==> config.mk <==
export PLATFORM = sky130hd
export DESIGN_NAME = moore_seq_flat
export DESIGN_NICKNAME = d
export VERILOG_FILES = /design/src/rtl/moore_seq_if.sv /design/src/rtl/moore_seq.sv /design/src/flat_wrapper.sv
export SDC_FILE = /design/constraint.sdc
export NUM_CORES = 1
export LEC_CHECK = 0
export CAP_MARGIN = 20
export CORE_AREA = 2 2 39 41
export CTS_BUF_LIST = sky130_fd_sc_hd__clkbuf_4 sky130_fd_sc_hd__clkbuf_8 sky130_fd_sc_hd__clkbuf_16
export CTS_CLUSTER_DIAMETER = 80
export DETAILED_ROUTE_END_ITERATION = 8
export DIE_AREA = 0 0 41 43
export GPL_TIMING_DRIVEN = 0
export RECOVER_POWER = 50
export SYNTH_ARGS = -nofsm -noshare
export SYNTH_HDL_FRONTEND = slang
export SYNTH_SLANG_ARGS = --single-unit
==> constraint.sdc <==
create_clock -name clk -period 1.5 [get_ports clk]
set_clock_uncertainty 0.05 [all_clocks]
set_input_delay 0.15 -clock clk [delete_from_list [all_inputs] [get_ports clk]]
set_output_delay 0.15 -clock clk [all_outputs]
set_load 0.02 [all_outputs]
==> src/rtl/moore_seq_if.sv <==
// ----------------------------------------------------------------------------
// moore_seq_if
// Serial data / detect-flag bundle for the moore_seq run detector.
//
// Signals:
//   x  serial data bit, one sample per rising clk edge (source -> detector)
//   y  run-of-three flag (detector -> consumer)
//
// Modports:
//   master  stream source / flag consumer: drives x, observes y
//   slave   detector side: observes x, drives y
// ----------------------------------------------------------------------------
interface moore_seq_if;
    logic x;
    logic y;

    modport master (
        output x,
        input  y
    );

    modport slave (
        input  x,
        output y
    );
endinterface : moore_seq_if

==> src/rtl/moore_seq.sv <==
// ----------------------------------------------------------------------------
// moore_seq
// Moore-type detector for a run of three identical bits on a serial stream.
// The flag is high while the three most recent samples taken since reset are
// all 1 or all 0. Overlapping runs keep it high. The flag is decoded only from
// the state register and never looks at the current input bit.
//
// Ports:
//   clk  system clock; state changes on its rising edge
//   rst  synchronous active-high reset; takes priority over the data bit
//   sif  moore_seq_if.slave: sif.x serial bit in, sif.y detect flag out
// ----------------------------------------------------------------------------
module moore_seq (
    input  logic              clk,
    input  logic              rst,
    moore_seq_if.slave        sif
);

    // One state per run length for each polarity. The 3-bit code 3'b111 is
    // left unused and falls back to IDLE through the default branch.
    typedef enum logic [2:0] {
        IDLE  = 3'd0,
        ONE1  = 3'd1,
        ONE2  = 3'd2,
        ONE3  = 3'd3,
        ZERO1 = 3'd4,
        ZERO2 = 3'd5,
        ZERO3 = 3'd6
    } state_t;

    state_t r_state;
    state_t w_state_nxt;
    logic   w_y;

    // State register
    always_ff @(posedge clk) begin
        if (rst) begin
            r_state <= IDLE;
        end else begin
            r_state <= w_state_nxt;
        end
    end

    // Next-state and output decode.
    // A changed bit always restarts the opposite run at length 1, so every
    // state on x=1 goes either deeper into the 1-run or back to ONE1, and
    // likewise for x=0.
    always_comb begin
        w_state_nxt = IDLE;
        w_y         = 1'b0;

        case (r_state)
            IDLE: begin
                w_state_nxt = sif.x ? ONE1 : ZERO1;
            end
            ONE1: begin
                w_state_nxt = sif.x ? ONE2 : ZERO1;
            end
            ONE2: begin
                w_state_nxt = sif.x ? ONE3 : ZERO1;
            end
            ONE3: begin
                w_state_nxt = sif.x ? ONE3 : ZERO1;
                w_y         = 1'b1;
            end
            ZERO1: begin
                w_state_nxt = sif.x ? ONE1 : ZERO2;
            end
            ZERO2: begin
                w_state_nxt = sif.x ? ONE1 : ZERO3;
            end
            ZERO3: begin
                w_state_nxt = sif.x ? ONE1 : ZERO3;
                w_y         = 1'b1;
            end
            default: begin
                // Unused encoding: recover to IDLE with the flag low.
                w_state_nxt = IDLE;
                w_y         = 1'b0;
            end
        endcase
    end

    // The flag is set in the case arms only from the state, so it has no
    // combinational dependence on sif.x.
    assign sif.y = w_y;

endmodule : moore_seq

==> src/flat_wrapper.sv <==
// flat-port wrapper written by rule: the top's interface ports become plain ports
module moore_seq_flat 
  (clk, rst, sif_x, sif_y);
  moore_seq_if sif_i ();
  input  logic clk;
  input  logic rst;
  input wire logic [$bits(sif_i.x)-1:0] sif_x;
  output wire logic [$bits(sif_i.y)-1:0] sif_y;
  assign sif_i.x = sif_x;
  assign sif_y = sif_i.y;
  moore_seq u_core (.clk(clk), .rst(rst), .sif(sif_i));
endmodule
==> metrics.md <==
| Metric | Value |
|---|---|
| Starting utilization of the core area | a little over a tenth |
| Drt total wl | about 290 um |
| Number of sinks handled by clock tree synthesis | 3 |
| Floorplan core area | ~1400 um2 |
| Synth Cell Area | between 100 and 150 um2 |
| Ports placed on the boundary | 4 |
| Maximum level of the CTS H-tree | 1 |
| CTS Hold Bufs | 0 |
| Net count, final | 25 |
| Growth of design area from synthesis to finish | 50.8% |
| Die Span Y | 43 um |
| R2r endpoint | u_core.r_state[0]$_SDFF_PP0_ |
| Share of the clock period used by the worst path after layout | 86.2% |
| P_leak | a little over 0.09 nW |
| Overall overflow remaining after global route | 0 |
| Result of the run | finished clean |
| Transition time at the pin with the least slew margin | roughly 200 ps |
| Reg2Reg Depth | 3 |
| Die Span X | 41 um |
| Antenna violations before repair | 0 |
| Worst setup path class | reg2out |
| Routability cong. | 0.418 |
| Register area share after synthesis | between 40% and 50% |
| Clock tree from TritonCTS | built |
| Power dissipated by switching net loads | between 0.05 and 0.06 mW |
| Clock latency at the later pin of the worst-skew pair | around 230 ps |
| Final slew viol count | 0 |
| Number of flip-flops in the largest register | 3 |
| Via total after detailed routing | 130 |
| WP data required | approximately 1300 ps |
| Worst slew margin relative to its limit | around 86% |
| Antenna cell count | 0 |
| Post-synthesis cell type count | 12 |
| Die Footprint | ~1800 um2 |
| Min-delay worst type | in2reg |
| Hold Vio Cnt, Final | 0 |
| Cell-internal power | ~0.22 mW |
| Via count of the first global-routing pass | approximately 110 |
| Arr. time, crit path | about 1100 ps |
| Net Sw Frac | between 20% and 30% |
| Worst hold path startpoint | rst |
| Net count after synthesis | 17 |
| Synth Warn # | 0 |
| Hold WS | just under 500 ps |
| Layout cell share with drive strength beyond 1 | a little under two fifths |
| Remaining DRCs | 0 |
| Worst Setup Start Kind | flip-flop |
| Number of nets with antenna violations after detailed routing | 0 |
| Clock slew seen by the registers of the worst setup and hold paths | around 30 ps |
| Port bufs | 3 |
| Detailed-route wire length per cell | around 7.8 um |
| Max rail drop VDD | between 0.3 and 0.4 mV |
| Synthesized area per cell | 10.5 um2 |
| Wire length of the first global-routing pass | about 380 um |
| Largest Register | u_core.r_state |
| Pin count of the biggest net entering global routing | 7 |
| Number of buffers created by CTS | 3 |
| Total half-perimeter wirelength after legalization and detailed placement | roughly 190 um |
| Clock share of power | ~56% |
| Synth Register Bits | 3 |
| Number of max-cap violations | 0 |
| Post-detailed-route via-to-cell ratio | 3.51 |
| All-Layer GR Usage | 3.40% |
| Starting DRT DRC Count | 0 |
| Syn Inst Count | 14 |
| Worst Setup End Kind | output pin |
| Largest registers | u_core.r_state (3) |
| Unrepaired setup endpoints after global routing | no |
| Highest clock frequency the design can meet | between 700 and 800 MHz |
| P per Cell Area | 1260 nW/um2 |
| Final period demand of the worst path | roughly 1300 ps |
| Pre-antenna DRT Iters | 1 |
| Reg-to-reg setup timing slack | 500 ps |
| Buffer type at the clock tree root | sky130_fd_sc_hd__clkbuf_4 |
| Hold path depth | 2 |
| Share of power burned in registers | between 30% and 40% |
| Layout fillers | approximately 160 |
| Launch instance of the worst register-to-register path | u_core.r_state[1]$_SDFF_PP0_ |
| Fin Setup TNS | 0 ps |
| Final setup violating endpoints | 0 |
| Critical path peak fanout | 6 |
| Leading cell type in the layout, fill and taps excluded | sky130_fd_sc_hd__clkbuf_4 |
| Most frequent cells in the layout | sky130_fd_sc_hd__clkbuf_4, sky130_fd_sc_hd__dfxtp_1 |
| Portion of total power attributed to combinational logic | about a tenth |
| Maximum clock path buffer count | 2 |
| Critical path launch point | u_core.r_state[2]$_SDFF_PP0_ |
| Number of rows in the core area | 14 |
| Endpoint with the worst hold slack | u_core.r_state[0]$_SDFF_PP0_ |
-- power groups by stage --
stage,clock (mW),sequential (mW),combinational [mW]
detailed placement,0,0.0946,0.0307
finish,0.157,0.0937,0.0290
global placement,0,0.0950,0.0301
CTS,0.165,0.0935,0.0302
floorplan,0,0.0928,0.0193
global route,0.174,0.0943,0.0316
-- through the flow --
step	cell area, um2	utilization [%]	worst slack [ps]	total power, mW	cells
after floorplan	148	-	547	0.112	14
after global placement	198	14.3	15.9	0.125	33
after detailed placement	198	14.3	14.9	0.125	33
after CTS	226	16.4	36.0	0.289	37
after global routing	223	16.1	137	0.300	37
final	223	16.1	208	0.280	37
-- critical path, stage by stage (launching register included) --
cell                       delay, ps
sky130_fd_sc_hd__dfxtp_1         410
sky130_fd_sc_hd__xor2_1          160
sky130_fd_sc_hd__and2_1          130
sky130_fd_sc_hd__clkbuf_2        160
-- logic make-up (layout without fill, tap and decap cells) --
logic type | count (synthesis) | in the layout | share of synthesized area [%]
AO/OA/AOI/OAI | 7 | 7 | 37.3
XOR/XNOR | 1 | 1 | 5.93
AND/OR/NAND/NOR | 3 | 3 | 16.1
flip-flops | 3 | 3 | 40.7
buffers and inverters | 0 | 7 | 0
-- layout make-up --
type / instances / area (um2) / share of cell area, %
clock buffers: 4 / 30.0 / 13.5
multi-input cells: 11 / 87.6 / 39.3
well taps: 16 / 20.0 / 8.99
flip-flops and latches: 3 / 60.1 / 27.0
repair buffers: 3 / 25.0 / 11.2
-- layer usage --
layer | share of wire, % | global-route usage, %
met1 | 47 | 3.18
met4 | 0 | 0
met5 | 0 | 0
met2 | 41 | 4.69
met3 | 11 | 4.71
-- Yosys cell counts --
library cell / number / area (um2)
sky130_fd_sc_hd__and2_1: 1 / 6.26
sky130_fd_sc_hd__a21o_1: 1 / 7.51
sky130_fd_sc_hd__a311oi_1: 1 / 8.76
sky130_fd_sc_hd__a21oi_2: 1 / 8.76
sky130_fd_sc_hd__xor2_1: 1 / 8.76
sky130_fd_sc_hd__a211oi_1: 1 / 7.51
sky130_fd_sc_hd__o21ai_2: 1 / 8.76
sky130_fd_sc_hd__dfxtp_1: 3 / 60.1
sky130_fd_sc_hd__and2b_1: 1 / 7.51
sky130_fd_sc_hd__o22ai_1: 1 / 6.26
sky130_fd_sc_hd__o21bai_1: 1 / 7.51
sky130_fd_sc_hd__and2b_4: 1 / 10.0
-- worst max-delay path by stage --
| stage | endpoint | slack [ps] | cells past startpoint |
|---|---|---|---|
| CTS | sif_y | 40 | 3 |
| global route | sif_y | 140 | 3 |
| detailed placement | sif_y | 10 | 3 |
| global placement | sif_y | 20 | 3 |
| floorplan | sif_y | 550 | 2 |
| finish | sif_y | 210 | 3 |
-- what timing repair did --
item                       CTS  global route
setup endpoints to repair    1             1
hold endpoints to repair     0             0
gates resized for setup      1             2
buffers inserted             0             0
No activity file was read; power rests on OpenSTA's default activity.
